[config.mk]
export PLATFORM = sky130hd
export DESIGN_NAME = phrase_sequencer
export DESIGN_NICKNAME = d
export VERILOG_FILES = /design/src/rtl/phrase_sequencer.sv
export SDC_FILE = /design/constraint.sdc
export NUM_CORES = 1
export LEC_CHECK = 0
export CORE_ASPECT_RATIO = 1.4
export CORE_MARGIN = 3
export CORE_UTILIZATION = 48
export CTS_CLUSTER_DIAMETER = 60
export DETAILED_ROUTE_END_ITERATION = 8
export PLACE_DENSITY = 0.8
export SLEW_MARGIN = 20
export SYNTH_ARGS = -nofsm -noshare
export SYNTH_HDL_FRONTEND = slang
export SYNTH_SLANG_ARGS = --single-unit
[constraint.sdc]
create_clock -name clk -period 2.4 [get_ports clk]
set_input_delay 0.48 -clock clk [delete_from_list [all_inputs] [get_ports clk]]
set_output_delay 0.48 -clock clk [all_outputs]
set_load 0.1 [all_outputs]
[src/rtl/phrase_sequencer.sv]
// phrase_sequencer: steps through song positions at a fixed tempo,
// reads the phrase-ID table and strobes coherent phrase_id/step pairs.
//
// Ports:
//   clk, rst        - clock, asynchronous active-high reset
//   start           - level, begins playback from IDLE
//   pause           - level, freezes the tempo prescaler while playing
//   db_entry[4:0]   - table phrase ID for the current address (comb.)
//   address[7:0]    - song position driven to the table
//   phrase_id[4:0]  - captured phrase ID
//   step[3:0]       - step within the current phrase
//   step_tick       - 1-cycle strobe, phrase_id/step new and coherent
//   playing         - high in PRIME or PLAY
//   done            - 1-cycle pulse at end of song
//
// Optional: define PHRASE_SEQ_LOOP_EN to loop back to LOOP_ADDR
// at end of song instead of returning to IDLE.

module phrase_sequencer #(
    parameter int TICK_DIV         = 12500,
    parameter int STEPS_PER_PHRASE = 16,
    parameter int LAST_ADDR        = 152,
    parameter int LOOP_ADDR        = 1
) (
    input  logic       clk,
    input  logic       rst,
    input  logic       start,
    input  logic       pause,
    input  logic [4:0] db_entry,
    output logic [7:0] address,
    output logic [4:0] phrase_id,
    output logic [3:0] step,
    output logic       step_tick,
    output logic       playing,
    output logic       done
);

    localparam int PW = (TICK_DIV > 1) ? $clog2(TICK_DIV) : 1;
    localparam logic [PW-1:0] PRESC_MAX = PW'(TICK_DIV - 1);
    localparam logic [3:0] STEP_MAX = 4'(STEPS_PER_PHRASE - 1);
    localparam logic [7:0] LAST_A = 8'(LAST_ADDR);
`ifdef PHRASE_SEQ_LOOP_EN
    localparam logic [7:0] LOOP_A = 8'(LOOP_ADDR);
`endif

    typedef enum logic [1:0] {
        IDLE  = 2'd0,
        PRIME = 2'd1,
        PLAY  = 2'd2
    } state_t;

    state_t        state_q, state_d;
    logic [7:0]    address_q, address_d;
    logic [4:0]    phrase_id_q, phrase_id_d;
    logic [3:0]    step_q, step_d;
    logic          step_tick_q, step_tick_d;
    logic          done_q, done_d;
    logic [PW-1:0] presc_q, presc_d;
    // Set the cycle after a tick: the table now sees the new address,
    // so phrase_id is captured one cycle later and strobed with it.
    logic          load_q, load_d;

    logic tick;
    logic phrase_end;
    logic song_end;

    assign tick       = (state_q == PLAY) && !pause && (presc_q == PRESC_MAX);
    assign phrase_end = (step_q == STEP_MAX);
    assign song_end   = tick && phrase_end && (address_q == LAST_A);

    // State register
    always_ff @(posedge clk or posedge rst) begin
        if (rst) begin
            state_q <= IDLE;
        end else begin
            state_q <= state_d;
        end
    end

    // Next-state logic
    always_comb begin
        state_d = state_q;
        unique case (state_q)
            IDLE:    if (start) state_d = PRIME;
            PRIME:   state_d = PLAY;
            PLAY: begin
`ifndef PHRASE_SEQ_LOOP_EN
                if (song_end) state_d = IDLE;
`endif
            end
            default: state_d = IDLE;
        endcase
    end

    // Outputs
    always_comb begin
        playing   = (state_q != IDLE);
        address   = address_q;
        phrase_id = phrase_id_q;
        step      = step_q;
        step_tick = step_tick_q;
        done      = done_q;
    end

    // Datapath next values
    always_comb begin
        address_d   = address_q;
        phrase_id_d = phrase_id_q;
        step_d      = step_q;
        presc_d     = presc_q;
        step_tick_d = 1'b0;
        done_d      = 1'b0;
        load_d      = 1'b0;
        unique case (state_q)
            IDLE: begin
                address_d   = start ? 8'd1 : 8'd0;
                phrase_id_d = 5'd0;
                step_d      = 4'd0;
                presc_d     = '0;
            end
            PRIME: begin
                // Prescaler already runs here so the first PLAY tick
                // lands a full TICK_DIV after the PRIME strobe.
                phrase_id_d = db_entry;
                step_tick_d = 1'b1;
                presc_d     = (presc_q == PRESC_MAX) ? '0 : presc_q + 1'b1;
            end
            PLAY: begin
                if (load_q) begin
                    phrase_id_d = db_entry;
                    step_tick_d = 1'b1;
                end
                if (!pause) begin
                    presc_d = (presc_q == PRESC_MAX) ? '0 : presc_q + 1'b1;
                end
                if (song_end) begin
                    step_d = 4'd0;
                    done_d = 1'b1;
`ifdef PHRASE_SEQ_LOOP_EN
                    address_d = LOOP_A;
                    load_d    = 1'b1;
`else
                    address_d = 8'd0;
`endif
                end else if (tick && phrase_end) begin
                    step_d    = 4'd0;
                    address_d = address_q + 8'd1;
                    load_d    = 1'b1;
                end else if (tick) begin
                    step_d = (step_q + 4'd1) & STEP_MAX;
                    load_d = 1'b1;
                end
            end
            default: begin
                address_d   = 8'd0;
                phrase_id_d = 5'd0;
                step_d      = 4'd0;
                presc_d     = '0;
            end
        endcase
    end

    // Datapath registers
    always_ff @(posedge clk or posedge rst) begin
        if (rst) begin
            address_q   <= 8'd0;
            phrase_id_q <= 5'd0;
            step_q      <= 4'd0;
            step_tick_q <= 1'b0;
            done_q      <= 1'b0;
            presc_q     <= '0;
            load_q      <= 1'b0;
        end else begin
            address_q   <= address_d;
            phrase_id_q <= phrase_id_d;
            step_q      <= step_d;
            step_tick_q <= step_tick_d;
            done_q      <= done_d;
            presc_q     <= presc_d;
            load_q      <= load_d;
        end
    end

endmodule
Word level (Yosys, flattened, before mapping)
Index checks and enable logic that the tools add are counted.
{"block": "word_totals", "regBits": 36, "wordCells": 57, "output_inout_bits": 20, "inputBits": 9}
{"block": "op_classes", "n_addsub": 3, "mux": 24, "reduce_logical": 10, "bitwise": 1, "n_eq_ne": 11}
{"cell": "$mux W14", "count": 2}
{"cell": "$pmux W14 S2", "count": 1}
{"cell": "$pmux W8 S3", "count": 1}
{"cell": "$mux W8", "count": 2}
{"cell": "$add A14 B1 Y14 const B", "count": 1}
{"cell": "$eq A14 B14 Y1 const B", "count": 1}
{"cell": "$mux W4", "count": 3}
{"cell": "$pmux W5 S2", "count": 1}
{"cell": "$add A8 B1 Y8 const B", "count": 1}
{"cell": "$eq A8 B8 Y1 const B", "count": 1}
{"cell": "$mux W1", "count": 8}
{"cell": "$ne A2 B2 Y1 const B", "count": 4}
{"cell": "$pmux W4 S2", "count": 1}
{"cell": "$pmux W2 S3", "count": 1}
{"cell": "$reduce_and A2 Y1", "count": 3}
{"cell": "$mux W5", "count": 1}
{"cell": "$add A4 B1 Y4 const B", "count": 1}
{"cell": "$eq A4 B4 Y1 const B", "count": 1}
{"cell": "$logic_and A1 B1 Y1", "count": 4}
{"cell": "$mux W2", "count": 2}
{"cell": "$ne A4 B3 Y1 const B", "count": 1}
{"cell": "$ne A3 B2 Y1 const B", "count": 1}
{"cell": "$eq A2 B1 Y1 const B", "count": 1}
{"cell": "$eq A2 B2 Y1 const B", "count": 1}
{"cell": "other kinds (5)", "count": 5}

Logic depth before layout (Yosys ltp)
{"block": "depth", "ltp_word": 7, "depth_mapped": 9}

Worst setup path before layout
Ideal clock, no wire load.
{"block": "synth_timing", "path_kind": "reg2reg", "startpoint": "register address_q[0], in the netlist address[0]", "endpoint": "register address_q[5], in the netlist address[5]", "period_less_slack_ns": 2.451, "path_stages_with_launch": 8, "n_path_buf": 0, "setup_slack_ns": -0.051, "required_time_ns": 2.292, "arrival_ns": 2.343, "cell_sequence": "dfrtp_1 -> inv_1 -> ha_1 -> nor4b_1 -> and4_1 -> a21oi_1 -> nand2b_1 -> o311ai_1"}
{"block": "synth_via", "elab_chain_cells": 4, "word_cells_on_any_way": 8, "classes_between": "add/sub: 1; eq/ne: 2; mux: 3; reduce/logical: 2"}
{"item": "start: declaration", "line": "53", "rtl": "logic [7:0] address_q, address_d;"}
{"item": "start signal: assignment", "line": "174", "rtl": "address_q <= address_d;"}
{"item": "$add A8 B1 Y8 / $eq A8 B8 Y1 (equally long branches)", "line": "147, 69"}
{"item": "$mux W8 / $logic_and A1 B1 Y1 (equally long branches)", "line": "145, 69"}
{"item": "$mux W8 / $ne A3 B2 Y1 (equally long branches)"}
{"item": "$pmux W8 S3 / $reduce_and A2 Y1 (equally long branches)"}
Parallel ways exist; a longest one is shown, timed or not. The select of a mux whose other input is x is not followed.
A chain may end at the register's enable or synchronous reset.

Final worst setup path
{"block": "layout_timing", "startpoint": "register presc_q[3]", "endpoint": "register address_q[4], in the netlist address[4]"}
{"block": "layout_via", "elab_chain_cells": 6, "word_cells_on_any_way": 8, "classes_between": "eq/ne: 2; mux: 2; reduce/logical: 4"}
{"item": "start: declaration", "line": "58", "rtl": "logic [PW-1:0] presc_q, presc_d;"}
{"item": "start signal: assignment", "line": "179", "rtl": "presc_q <= presc_d;"}
{"item": "$eq A14 B14 Y1 (*)", "line": "67", "rtl": "assign tick = (state_q == PLAY) && !pause && (presc_q == PRESC_MAX);"}
{"item": "$logic_and A1 B1 Y1 (*)", "line": "67"}
{"item": "$logic_and A1 B1 Y1 (*)", "line": "69, 145"}
{"item": "$logic_and A1 B1 Y1", "line": "69", "rtl": "assign song_end = tick && phrase_end && (address_q == LAST_A);"}
{"item": "$mux W8 / $ne A3 B2 Y1 (equally long branches)"}
{"item": "$pmux W8 S3 / $reduce_and A2 Y1 (equally long branches)"}
Every way passes the cells marked *; elsewhere a longest branch is shown, timed or not.

==> flow_metrics.env <==
export IMPL_dp_hpwl_mm=3.08
export IMPL_fmax_mhz=420
export IMPL_clock_power_share_pct=15.3
export IMPL_wl_per_cell_um=14.0
export IMPL_htree_levels=2
export IMPL_die_y_um=80.6
export IMPL_skew_ns=0.00468
export IMPL_cts_inserted_buffers=5
export IMPL_ys_top_cells_by_count="36 x dfrtp_1, 29 x nand2_1, 22 x nor2_1"
export IMPL_crit_arrival_ns=2.55
export IMPL_synthFlopType="dfrtp_1"
export IMPL_gr_total_overflow=0
export IMPL_synth_cell_types=45
export IMPL_drc=0
export IMPL_slew_violations=0
export IMPL_root_buffer="clkbuf_8"
export IMPL_cts_buffer_depth=2
export IMPL_p_int_uw=1320
export IMPL_syn_inst=207
export IMPL_finalCriticalPeriod_ns=2.38
export IMPL_synthTopCellsByArea="dfrtp_1 47%, nand2_1 5.7%, ha_1 4.6%, nor2_1 4.3%, nand3_1 2.9%"
export IMPL_syn_area_sq_um=1910
export IMPL_power_density_nw_per_um2=1090
export IMPL_status="finished clean"
export IMPL_synth_area_mux_share_pct=1.11
export IMPL_synth_area_per_cell_sq_um=9.22
export IMPL_grt_pass1_vias=1619
export IMPL_ir_worst_vdd_mv=0.957
export IMPL_yosys_warnings=0
export IMPL_wl_mm=4.18
export IMPL_async_flop_share_pct=100
export IMPL_p_sw_uw=1330
export IMPL_cp_slowest_cell="or4_4"
export IMPL_syn_nets=223
export IMPL_worstPathRequired_ns=2.57
export IMPL_cts_clk_slew_worst_paths_ns=0.07
export IMPL_rows=26
export IMPL_yosysSeqAreaShare_pct=47.2
export IMPL_die_area_sq_um=4780
export IMPL_vias=1677
export IMPL_synth_top_family_by_area="simple AND/OR/NAND/NOR gates"
export IMPL_max_cap_violations=0
export IMPL_start_util_pct=51.0
export IMPL_detail_route_first_pass_iterations=4
export IMPL_clock_sinks=36
export IMPL_synth_edff_count=0
export IMPL_p_seq_share_pct=29.9
export IMPL_nNetsFinal=272
export IMPL_synth_compound_area_share_pct=14.1
export IMPL_worst_slew_pin_slew_ns=0.517
export IMPL_worst_path_max_fanout=3
export IMPL_yosysMostFrequentCell="dfrtp_1"
export IMPL_grt_pass1_wl_mm=7.02
export IMPL_fin_total_pwr_uw=2650
export IMPL_finalSetupTns_ns=0
export IMPL_antenna_cells=0
export IMPL_swShare_pct=50.2
export IMPL_grt_total_usage_pct=18.9
export IMPL_synth_area_leader_cell="dfrtp_1"
export IMPL_synthSimpleGateAreaFrac_pct=25.4
export IMPL_grt_antenna_before_repair=0
export IMPL_critPathKind="flop to flop"
export IMPL_clock_latency_ns=0.28
export IMPL_cts_tree="built"
export IMPL_ys_ff_latch=36
export IMPL_start_kind="flop"
export IMPL_grt_max_degree=37
export IMPL_finalCritPeriodShare_pct=99.3
export IMPL_hold_class="flop to flop"
export IMPL_yosysTopAreaCellShare_pct=47.2
export IMPL_end_kind="flop"
export IMPL_via_per_inst=5.61
export IMPL_combPwrFrac_pct=54.8
export IMPL_dieWidth_um=59.3
export IMPL_ant_nets=0
export IMPL_holdBufCountCts=0
export IMPL_core_sq_um=3740
export IMPL_grt_setup_unrepaired="yes"
export IMPL_boundaryPins=29
export IMPL_max_stage_delay_ns=0.59
export IMPL_syn_to_final_growth_pct=27.3
export IMPL_drive_gt1_share_pct=21.0
export IMPL_leakagePower_uw=0.00111
export IMPL_maxSlewHeadroom_pct=65.4
export IMPL_path_cells="or4b_4, or4_4, buf_4, o21ai_1, a211oi_1, a211o_1"
export IMPL_drtIter0Drc=101
export IMPL_finalSetupViolCount=0
export IMPL_place_congestion=0.821
export IMPL_synthAdderAreaFrac_pct=4.59
export IMPL_synth_xor_area_share_pct=4.59
export IMPL_port_buffers=28
export IMPL_hold_viol_final=0
## state kept, by name, summed over array words and instances (netlist names)
name,count
phrase_id,5
step,4
state_q,2
presc_q,14
done,1
step_tick,1
load_q,1
address,8
## critical path: cells and delay by family, from the launching register on
kind | cells | cell delay (ns)
and+or+nand+nor | 2 | 1.13
AOI/OAI and AO/OA | 3 | 0.59
DFF | 1 | 0.39
buffers and inverters | 1 | 0.17
## repair_timing
item / CTS / global route
setup endpoints to repair: 3 / 6
setup buffers: 1 / 1
pin swaps: 5 / 2
resized for setup: 4 / 3
## cells by family after synthesis
logic type,count (synthesis)
adders and majority gates,7
DFF,36
xor gates and xnor gates,10
and+or+nand+nor,96
AOI/OAI and AO/OA,41
buffers and inverters,15
muxes,2
## layout by cell type, fill, tap and decap left out, types with 3 or more instances in the layout
cell,instances
and2_1,3
xnor2_1,6
clkdlybuf4s50_1,7
clkbuf_8,5
buf_4,37
dfrtp_2,3
o311ai_1,3
nand4_1,5
ha_1,7
inv_1,11
nand3_1,11
nor4_1,3
and3_1,4
dfrtp_1,33
a21oi_1,7
nor2_1,22
xor2_1,4
nand2_1,29
a21o_1,3
o21ai_0,11
nor2b_1,3
## cell type report
| class | instances | area [sq um] |
|---|---|---|
| clock inverters | 1 | 5.00 |
| multi-input cells | 156 | 980 |
| well taps | 42 | 52.6 |
| fillers | 314 | 1310 |
| repair buffers | 46 | 369 |
| flip-flops and latches | 36 | 905 |
| inverters | 11 | 41.3 |
| clock buffers | 7 | 76.3 |
## power groups by stage
stage          Combinational, uW  Clock (uW)  Sequential [uW]
6_report                    1450         406              793
5_1_grt                     1570         450              808
4_1_cts                     1450         423              793
3_5_place_dp                1450           0              803
3_3_place_gp                1420           0              797
2_1_floorplan                568           0             1270
## metrics by stage
stage | util, % | setup WS, ns | cell area (sq um) | instances | hold WS (ns)
floorplan | - | 0.0383 | 1910 | 207 | 0.458
global placement | 61.5 | -0.322 | 2300 | 289 | 0.469
detailed placement | 61.5 | -0.364 | 2300 | 289 | 0.475
CTS | 64.3 | 0.0234 | 2400 | 298 | 0.490
global route | 64.9 | -0.0503 | 2430 | 299 | 0.522
finish | 64.9 | 0.0162 | 2430 | 299 | 0.485
## per-layer routing
metal	vias up	GRT usage, %	part of all wire [%]
met1	816	21.3	41
met3	5	3.86	2.8
li1	828	-	-
met4	0	7.26	0.96
met5	-	0	0
met2	28	33.9	55
## path summary, 6_finish.rpt
check,from,endpoint,depth (start not counted),slack [ns]
worst max-delay path,presc_q[3],address[4],6,0.02
worst min-delay path,phrase_id[3],phrase_id[3],2,0.49
worst max register to register,presc_q[3],address[4],6,0.02
worst min register to register,phrase_id[3],phrase_id[3],2,0.49
max in group asynchronous,rst,address[0],3,1.45
min in group asynchronous,rst,presc_q[12],3,0.60
Note: power is estimated with default switching activity, not from simulation.
